File: src/rtl/spi_pkg.sv
// Shared definitions for the SPI burst controller: byte width and FSM state encoding.
package spi_pkg;

    localparam int BYTE_W = 8;

    typedef enum logic [2:0] {
        ST_IDLE    = 3'd0,
        ST_LOAD    = 3'd1,
        ST_SEND    = 3'd2,
        ST_WAIT_RX = 3'd3,
        ST_FINISH  = 3'd4
    } state_t;

endpackage

File: src/rtl/sync_fifo.sv
// Circular-buffer FIFO with first-word fall-through head and an occupancy count.
// A push while full is still accepted when a legal pop happens in the same cycle.
module sync_fifo #(
    parameter int WIDTH = 8,
    parameter int DEPTH = 8
) (
    input  logic                   i_clk,
    input  logic                   i_rst_n,
    input  logic                   i_wr_en,
    input  logic [WIDTH-1:0]       i_din,
    output logic                   o_full,
    input  logic                   i_rd_en,
    output logic [WIDTH-1:0]       o_dout,
    output logic                   o_empty,
    output logic [$clog2(DEPTH):0] o_count
);

    localparam int PTR_W = $clog2(DEPTH);
    localparam int CNT_W = PTR_W + 1;

    logic [WIDTH-1:0] r_mem [DEPTH];
    logic [PTR_W-1:0] r_wr_ptr;
    logic [PTR_W-1:0] r_rd_ptr;
    logic [CNT_W-1:0] r_count;
    logic             w_do_wr;
    logic             w_do_rd;

    assign o_full  = (r_count == CNT_W'(DEPTH));
    assign o_empty = (r_count == '0);
    assign o_count = r_count;
    assign o_dout  = r_mem[r_rd_ptr];

    assign w_do_rd = i_rd_en && !o_empty;
    assign w_do_wr = i_wr_en && (!o_full || w_do_rd);

    always_ff @(posedge i_clk or negedge i_rst_n) begin
        if (!i_rst_n) begin
            r_wr_ptr <= '0;
            r_rd_ptr <= '0;
            r_count  <= '0;
            for (int i = 0; i < DEPTH; i++) begin
                r_mem[i] <= '0;
            end
        end else begin
            if (w_do_wr) begin
                r_mem[r_wr_ptr] <= i_din;
                r_wr_ptr        <= r_wr_ptr + 1'b1;
            end
            if (w_do_rd) begin
                r_rd_ptr <= r_rd_ptr + 1'b1;
            end
            unique case ({w_do_wr, w_do_rd})
                2'b10:   r_count <= r_count + 1'b1;
                2'b01:   r_count <= r_count - 1'b1;
                default: r_count <= r_count;
            endcase
        end
    end

endmodule

File: src/rtl/spi_burst_ctrl.sv
// Multi-byte burst controller in front of a byte-level SPI master, with TX and RX FIFOs.
//   state   | meaning
//   IDLE    | waiting for a start with non-zero length
//   LOAD    | waiting for master ready and a TX byte, then pops it
//   SEND    | o_TX_DV high for one cycle
//   WAIT_RX | waiting for the master's returned byte
//   FINISH  | o_DONE pulse, back to IDLE
module spi_burst_ctrl
    import spi_pkg::*;
#(
    parameter int DEPTH = 8,
    parameter int LEN_W = 4
) (
    input  logic              P_CLK,
    input  logic              reset,
    input  logic [BYTE_W-1:0] i_WR_DATA,
    input  logic              i_WR_EN,
    output logic              o_TX_FULL,
    input  logic              i_START,
    input  logic [LEN_W-1:0]  i_LEN,
    output logic              o_BUSY,
    output logic              o_DONE,
    output logic              o_OVF,
    input  logic              i_RD_EN,
    output logic [BYTE_W-1:0] o_RD_DATA,
    output logic              o_RX_EMPTY,
    output logic [BYTE_W-1:0] o_TX_DATA,
    output logic              o_TX_DV,
    input  logic              i_TX_READY,
    input  logic [BYTE_W-1:0] i_RX_DATA,
    input  logic              i_RX_DV
);

    state_t              r_state;
    state_t              w_next;
    logic [LEN_W-1:0]    r_remaining;
    logic [BYTE_W-1:0]   r_tx_data;
    logic                r_tx_dv;
    logic                r_ovf;
    logic                w_tx_pop;
    logic                w_rx_push;
    logic                w_start_ok;
    logic                w_tx_empty;
    logic                w_rx_full;
    logic [BYTE_W-1:0]   w_tx_head;
    logic [$clog2(DEPTH):0] w_tx_cnt_unused;
    logic [$clog2(DEPTH):0] w_rx_cnt_unused;

    sync_fifo #(.WIDTH(BYTE_W), .DEPTH(DEPTH)) u_tx_fifo (
        .i_clk   (P_CLK),
        .i_rst_n (reset),
        .i_wr_en (i_WR_EN),
        .i_din   (i_WR_DATA),
        .o_full  (o_TX_FULL),
        .i_rd_en (w_tx_pop),
        .o_dout  (w_tx_head),
        .o_empty (w_tx_empty),
        .o_count (w_tx_cnt_unused)
    );

    sync_fifo #(.WIDTH(BYTE_W), .DEPTH(DEPTH)) u_rx_fifo (
        .i_clk   (P_CLK),
        .i_rst_n (reset),
        .i_wr_en (w_rx_push),
        .i_din   (i_RX_DATA),
        .o_full  (w_rx_full),
        .i_rd_en (i_RD_EN),
        .o_dout  (o_RD_DATA),
        .o_empty (o_RX_EMPTY),
        .o_count (w_rx_cnt_unused)
    );

    assign w_start_ok = (r_state == ST_IDLE) && i_START && (i_LEN != '0);
    assign o_TX_DATA  = r_tx_data;
    assign o_TX_DV    = r_tx_dv;
    assign o_OVF      = r_ovf;

    always_comb begin
        w_next    = r_state;
        w_tx_pop  = 1'b0;
        w_rx_push = 1'b0;
        o_BUSY    = 1'b0;
        o_DONE    = 1'b0;
        unique case (r_state)
            ST_IDLE: begin
                if (w_start_ok) w_next = ST_LOAD;
            end
            ST_LOAD: begin
                o_BUSY = 1'b1;
                if (i_TX_READY && !w_tx_empty) begin
                    w_tx_pop = 1'b1;
                    w_next   = ST_SEND;
                end
            end
            ST_SEND: begin
                o_BUSY = 1'b1;
                w_next = ST_WAIT_RX;
            end
            ST_WAIT_RX: begin
                o_BUSY = 1'b1;
                if (i_RX_DV) begin
                    w_rx_push = 1'b1;
                    w_next    = (r_remaining == LEN_W'(1)) ? ST_FINISH : ST_LOAD;
                end
            end
            ST_FINISH: begin
                o_DONE = 1'b1;
                w_next = ST_IDLE;
            end
            default: w_next = ST_IDLE;
        endcase
    end

    always_ff @(posedge P_CLK or negedge reset) begin
        if (!reset) begin
            r_state     <= ST_IDLE;
            r_remaining <= '0;
            r_tx_data   <= '0;
            r_tx_dv     <= 1'b0;
            r_ovf       <= 1'b0;
        end else begin
            r_state <= w_next;
            r_tx_dv <= w_tx_pop;
            if (w_tx_pop) r_tx_data <= w_tx_head;
            if (w_start_ok) begin
                r_remaining <= i_LEN;
                r_ovf       <= 1'b0;
            end else if (w_rx_push) begin
                r_remaining <= r_remaining - 1'b1;
                // RX FIFO drops the byte itself; only a same-cycle host pop makes room
                if (w_rx_full && !i_RD_EN) r_ovf <= 1'b1;
            end
        end
    end

endmodule

File: config.mk
export PLATFORM = sky130hd
export DESIGN_NAME = spi_burst_ctrl
export DESIGN_NICKNAME = d
export VERILOG_FILES = /design/src/rtl/spi_pkg.sv /design/src/rtl/sync_fifo.sv /design/src/rtl/spi_burst_ctrl.sv
export SDC_FILE = /design/constraint.sdc
export NUM_CORES = 1
export LEC_CHECK = 0
export BUFFER_PORTS_ARGS = -buffer_cell sky130_fd_sc_hd__buf_2
export CAP_MARGIN = 5
export CORE_ASPECT_RATIO = 0.8
export CORE_UTILIZATION = 45
export CTS_BUF_LIST = sky130_fd_sc_hd__clkbuf_4
export DETAILED_ROUTE_END_ITERATION = 7
export GPL_ROUTABILITY_DRIVEN = 0
export GPL_TIMING_DRIVEN = 0
export HOLD_SLACK_MARGIN = 0.12
export PLACE_DENSITY = 0.59
export SETUP_SLACK_MARGIN = 0.2
export SLEW_MARGIN = 10
export SYNTH_ARGS = -nofsm -noshare
export SYNTH_HDL_FRONTEND = slang
export SYNTH_SLANG_ARGS = --single-unit
File: constraint.sdc
create_clock -name P_CLK -period 5.6 [get_ports P_CLK]
set_input_delay 1.12 -clock P_CLK [delete_from_list [all_inputs] [get_ports P_CLK]]
set_output_delay 1.12 -clock P_CLK [all_outputs]
set_load 0.01 [all_outputs]
==> Word level (Yosys, flattened, before mapping) <==
Index checks and enable logic that the tools add are counted.
{ "op_classes": {"add_sub_neg": 9, "mul": 0, "n_div": 0, "order_cmp": 6, "eq_ne": 14, "n_shift": 0, "n_mux": 30, "n_bitwise": 4, "reduce_logical": 28} }
{ "op_table": {"columns": ["op", "count"], "rows": [
  ["$bwmux W64", 2],
  ["$bmux W8 S3", 2],
  ["$demux W8 S3", 2],
  ["$mux W8", 6],
  ["$ge A4 B4 Y1 const B", 4],
  ["$not A3 Y4", 4],
  ["$pmux W4 S2", 2],
  ["$add A3 B1 Y3 const B", 4],
  ["$mux W3", 4],
  ["$pmux W3 S4", 1],
  ["$sub A4 B1 Y4 const B", 3],
  ["$logic_and A1 B1 Y1", 10],
  ["$mux W1", 9],
  ["$add A4 B1 Y4 const B", 2],
  ["$eq A4 B4 Y1 const B", 2],
  ["$logic_not A4 Y1", 2],
  ["$lt A4 B1 Y1 const B", 2],
  ["$mux W4", 2],
  ["$reduce_bool A2 Y1", 4],
  ["$eq A3 B2 Y1 const B", 2],
  ["$ne A2 B2 Y1 const B", 3],
  ["$logic_not A1 Y1", 5],
  ["$eq A2 B1 Y1 const B", 2],
  ["$eq A2 B2 Y1 const B", 2],
  ["other kinds (9)", 10]
]} }
{ "totals": {"ff_bits": 165, "latchBits": 0, "ramBits": 0, "rom_bits": 0, "output_inout_bits": 22, "n_memories": 0} }

==> Longest topological paths before layout <==
{ "logic_depth": {"ltp_word": 10, "mapped_depth": 10, "ltp_nobuf": 10} }

==> Hierarchy <==
From an unflattened synthesis, not the netlist that was laid out.
{ "hier_totals": {"cells_unflattened": 527, "area_unflattened_um2": 8091.5} }
{ "modules_own_cells": {"columns": ["module", "n_inst", "cells_per_inst", "area_per_inst_um2"], "rows": [
  ["sync_fifo (u_rx_fifo)", 1, 229, 3628.5],
  ["sync_fifo (u_tx_fifo)", 1, 228, 3617.2],
  ["spi_burst_ctrl", 1, 70, 845.8]
]} }

==> Worst setup path before layout <==
Ideal clock, no wire load.
{ "synth_timing": {"path_kind": "register to output", "from": "register u_rx_fifo.r_rd_ptr[0]", "to": "output o_RD_DATA[0]", "t_arrival_ns": 1.917, "required_time_ns": 4.480, "slack_ns": 2.563, "path_stages_with_launch": 5, "cell_sequence": "dfrtp_1 > clkbuf_1 > buf_2 > mux4_2 > mux2_2"} }
{ "synth_via": {"elab_chain_cells": 4} }
{ "synth_lines": {"columns": ["element", "line_no", "source"], "rows": [
  ["start, declared", "sync_fifo.sv:23", "logic [PTR_W-1:0] r_rd_ptr;"],
  ["start signal, assigned", "sync_fifo.sv:50", "r_rd_ptr <= r_rd_ptr + 1'b1;"],
  ["$not A3 Y4 (implied by the code)", "sync_fifo.sv:31", "assign o_dout = r_mem[r_rd_ptr];"],
  ["$bmux W8 S3", "sync_fifo.sv:31", null],
  ["$mux W8 (implied by the code) (2 in series)", "sync_fifo.sv:31", null],
  ["end, declared", "spi_burst_ctrl.sv:25", "output logic [BYTE_W-1:0] o_RD_DATA,"]
]} }
No other way between the ends. The select of a mux whose other input is x is not followed.

==> Final worst setup path <==
{ "layout_timing": {"from": "register u_rx_fifo.r_rd_ptr[0]", "to": "output o_RD_DATA[2]"} }
The elaborated chain is that of the path after synthesis.

==> results.py <==
metrics = {
    "power_and_ir_drop": {
        "power_mw": 4.901,
        "combPwrFrac_pct": 40.9,
        "swShare_pct": 33.01,
        "switchingPower_mw": 1.618,
        "p_per_area_mw_per_mm2": 566.2,
        "clockPowerShare_pct": 17.0,
        "seqPwrFrac_pct": 42.1,
        "ir_drop_mv": 0.2604,
        "internal_power_mw": 3.283,
        "total_leakage_power_nw": 3.904,
    },
    "final_layout": {
        "final_cell_area_mm2": 0.008655,
        "mostFrequentLayoutCells": "dfrtp_1 (165), mux2_2 (131), buf_2 (51)",
        "antennaDiodeCount": 0,
        "layout_commonest_cell": "dfrtp_1",
        "layout-drive-gt1-share_pct": 43.25,
        "nets": 643,
        "area_growth_pct": 11.65,
    },
    "worst_setup_path": {
        "worstPathCellList": "clkbuf_1, buf_2, mux4_2, mux2_2, buf_2",
        "critPathMaxFanout": 10,
        "end_kind": "primary output",
        "cp-start-kind": "flop",
        "critPathKind": "reg2out",
        "cp_common_cell": "buf_2",
        "rrSetupSlack_ns": 2.71,
        "crit_slowest_cell": "clkbuf_1",
        "worstPathRequired_ns": 4.48,
        "arrival_ns": 3.00,
        "cpPeakStageDelay_ns": 0.56,
        "rr_worst_depth": 9,
    },
    "clock_network": {
        "cts.root.buffer_cell": "clkbuf_4",
        "ctsHoldBuffers": 0,
        "postCtsSetupRepairBufs": 0,
        "htree_levels": 4,
        "cts_tree": "done",
        "clock_path_buffers": 2,
        "cts_buffers": 17,
        "post_cts_resized": 0,
        "clock_latency_ns": 0.57,
        "clk_pin_slew_worst_paths_ns": 0.14,
        "cts_num_sinks": 165,
    },
    "synthesis": {
        "synth-seq-cells": 165,
        "synth_nets": 575,
        "ys_seq_area_share_pct": 53.27,
        "synth_edf_count": 0,
        "syn_area_per_cell_um2": 14.52,
        "ys_types": 49,
        "syn-instance-count": 534,
        "async_flop_share_pct": 100.0,
        "synth_top_area_share_pct": 53.27,
        "yosysWarnings": 0,
        "synthesis.area_mm2": 0.007751,
        "yosysTopAreaCell": "dfrtp_1",
        "yosys-top-cells-area": "dfrtp_1 (53%), mux2_2 (19%), mux4_2 (9.3%), ha_1 (1.9%), mux2_4 (1.5%)",
        "ys.flop_type": "dfrtp_1",
    },
    "floorplan": {
        "num_rows": 42,
        "start_util_pct": 46.38,
        "core_area_mm2": 0.01671,
        "dieArea_mm2": 0.01776,
        "die_width_um": 148.7,
        "die_height_um": 119.4,
        "io_pins": 49,
    },
    "global_route": {
        "antenna_found_initial": 0,
        "grt_pass1_vias": 4827,
        "grt_pass1_wl_um": 26120,
        "overflow": 0,
        "grt_max_degree": 84,
        "grtUsageTotal_pct": 19.77,
    },
    "placed_design": {
        "dpl.hpwl_um": 10570,
        "place_ws_ns": 2.007,
        "placed_area_mm2": 0.008304,
        "port_buffers": 48,
    },
    "detailed_routing": {
        "num_vias": 4598,
        "viasPerCell": 5.507,
        "wl_per_cell_um": 18.95,
        "drc": 0,
        "ant_nets": 0,
        "wl_um": 15820,
        "drt_iter0_markers": 176,
        "dr.pass1.iters": 4,
    },
    "status": {
        "status": "finished clean",
    },
    "timing": {
        "fin_crit_ns": 4.117,
        "max_freq_ghz": 0.2429,
        "setup_ws_ns": 1.483,
        "setup_tns_ns": 0,
        "slew-limit-headroom_pct": 32.81,
        "slew_viol_final": 0,
        "worst_pin_slew_ns": 1.004,
        "rsz0062_at_grt": "no",
        "fin_crit_sh_pct": 73.51,
        "setup_violations": 0,
        "final_hold_viol_count": 0,
        "clock_skew_ns": 0.01977,
    },
    "worst_hold_path": {
        "min_path_type": "in2async",
    },
    "flow_run": {
        "maxCapViolations": 0,
    },
}
power groups by stage:
| stage | combinational, mW | clock, mW | sequential, mW |
|---|---|---|---|
| finish | 2.00 | 0.834 | 2.06 |
| floorplan | 1.55 | 0 | 2.01 |
| detailed placement | 2.03 | 0 | 2.09 |
| CTS | 2.04 | 0.862 | 2.06 |
| global placement | 1.96 | 0 | 2.05 |
| global route | 2.20 | 0.906 | 2.14 |
state kept, by name, indices dropped and copies added, names as in the netlist:
name	count
u_rx_fifo.r_mem	64
u_tx_fifo.r_mem	64
o_TX_DATA	8
r_remaining	4
u_rx_fifo.o_count	4
u_tx_fifo.o_count	4
r_state	3
u_rx_fifo.r_rd_ptr	3
u_rx_fifo.r_wr_ptr	3
u_tx_fifo.r_rd_ptr	3
u_tx_fifo.r_wr_ptr	3
o_OVF	1
o_TX_DV	1
worst max-delay path, delay by kind of cell (launching register included):
family | cells | cell delay [ns]
buffers and inverters | 3 | 1.21
DFF | 1 | 0.38
muxes | 2 | 0.85
kinds of logic (layout without fill, tap and decap cells):
family	Yosys count	after routing	synth area share, %
muxes	182	182	31.30
AOI/OAI and AO/OA	32	32	2.777
DFF	165	165	53.27
adders and majority gates	14	14	2.454
xor gates and xnor gates	12	12	1.356
and+or+nand+nor	89	89	6.650
buffers and inverters	40	121	2.195
layer usage:
metal / global-route usage, % / share of wire [%] / vias up
met2: 29.35 / 46 / 62
li1: - / - / 2117
met4: 6.059 / 1.3 / 0
met3: 4.713 / 3.5 / 20
met5: 0 / 0 / -
met1: 28.70 / 50 / 2399
cell usage after synthesis, drive strengths merged, types with 5 or more instances:
library cell  instances
or3                   5
inv                  17
mux4                 32
o21ai                16
mux2                139
xnor2                 9
buf                  11
mux2i                11
nand2                26
nor2                 16
ha                   12
dfrtp               165
nor3                  6
clkbuf               12
path summary, 6_finish.rpt:
kind	to	from
hold reg to reg	o_TX_DATA[6]	o_TX_DATA[6]
max in group asynchronous	u_rx_fifo.r_mem[18]	reset
hold / removal	o_TX_DATA[4]	reset
setup / recovery	o_RD_DATA[2]	u_rx_fifo.r_rd_ptr[0]
setup reg to reg	u_tx_fifo.o_count[3]	u_tx_fifo.o_count[1]
min in group P_CLK	o_TX_DATA[6]	o_TX_DATA[6]
cell type report:
type                    count  area, µm²
inverters                  17      63.81
repair buffers             49      277.8
fillers                  1460       8056
clock buffers              20      150.1
multi-input cells         329       3452
flip-flops and latches    165       4129
well taps                 220      275.3
clock inverters            12      200.2
plain buffers              23      106.4
per-stage QoR:
stage	cells	hold slack (ns)	utilization, %
after floorplan	534	0.4738	-
after global placement	802	0.4591	49.47
after detailed placement	803	0.4741	49.69
after CTS	835	0.4879	51.79
after global routing	835	0.5159	51.79
final	835	0.4938	51.79
No activity file was read; power rests on OpenSTA's default activity.
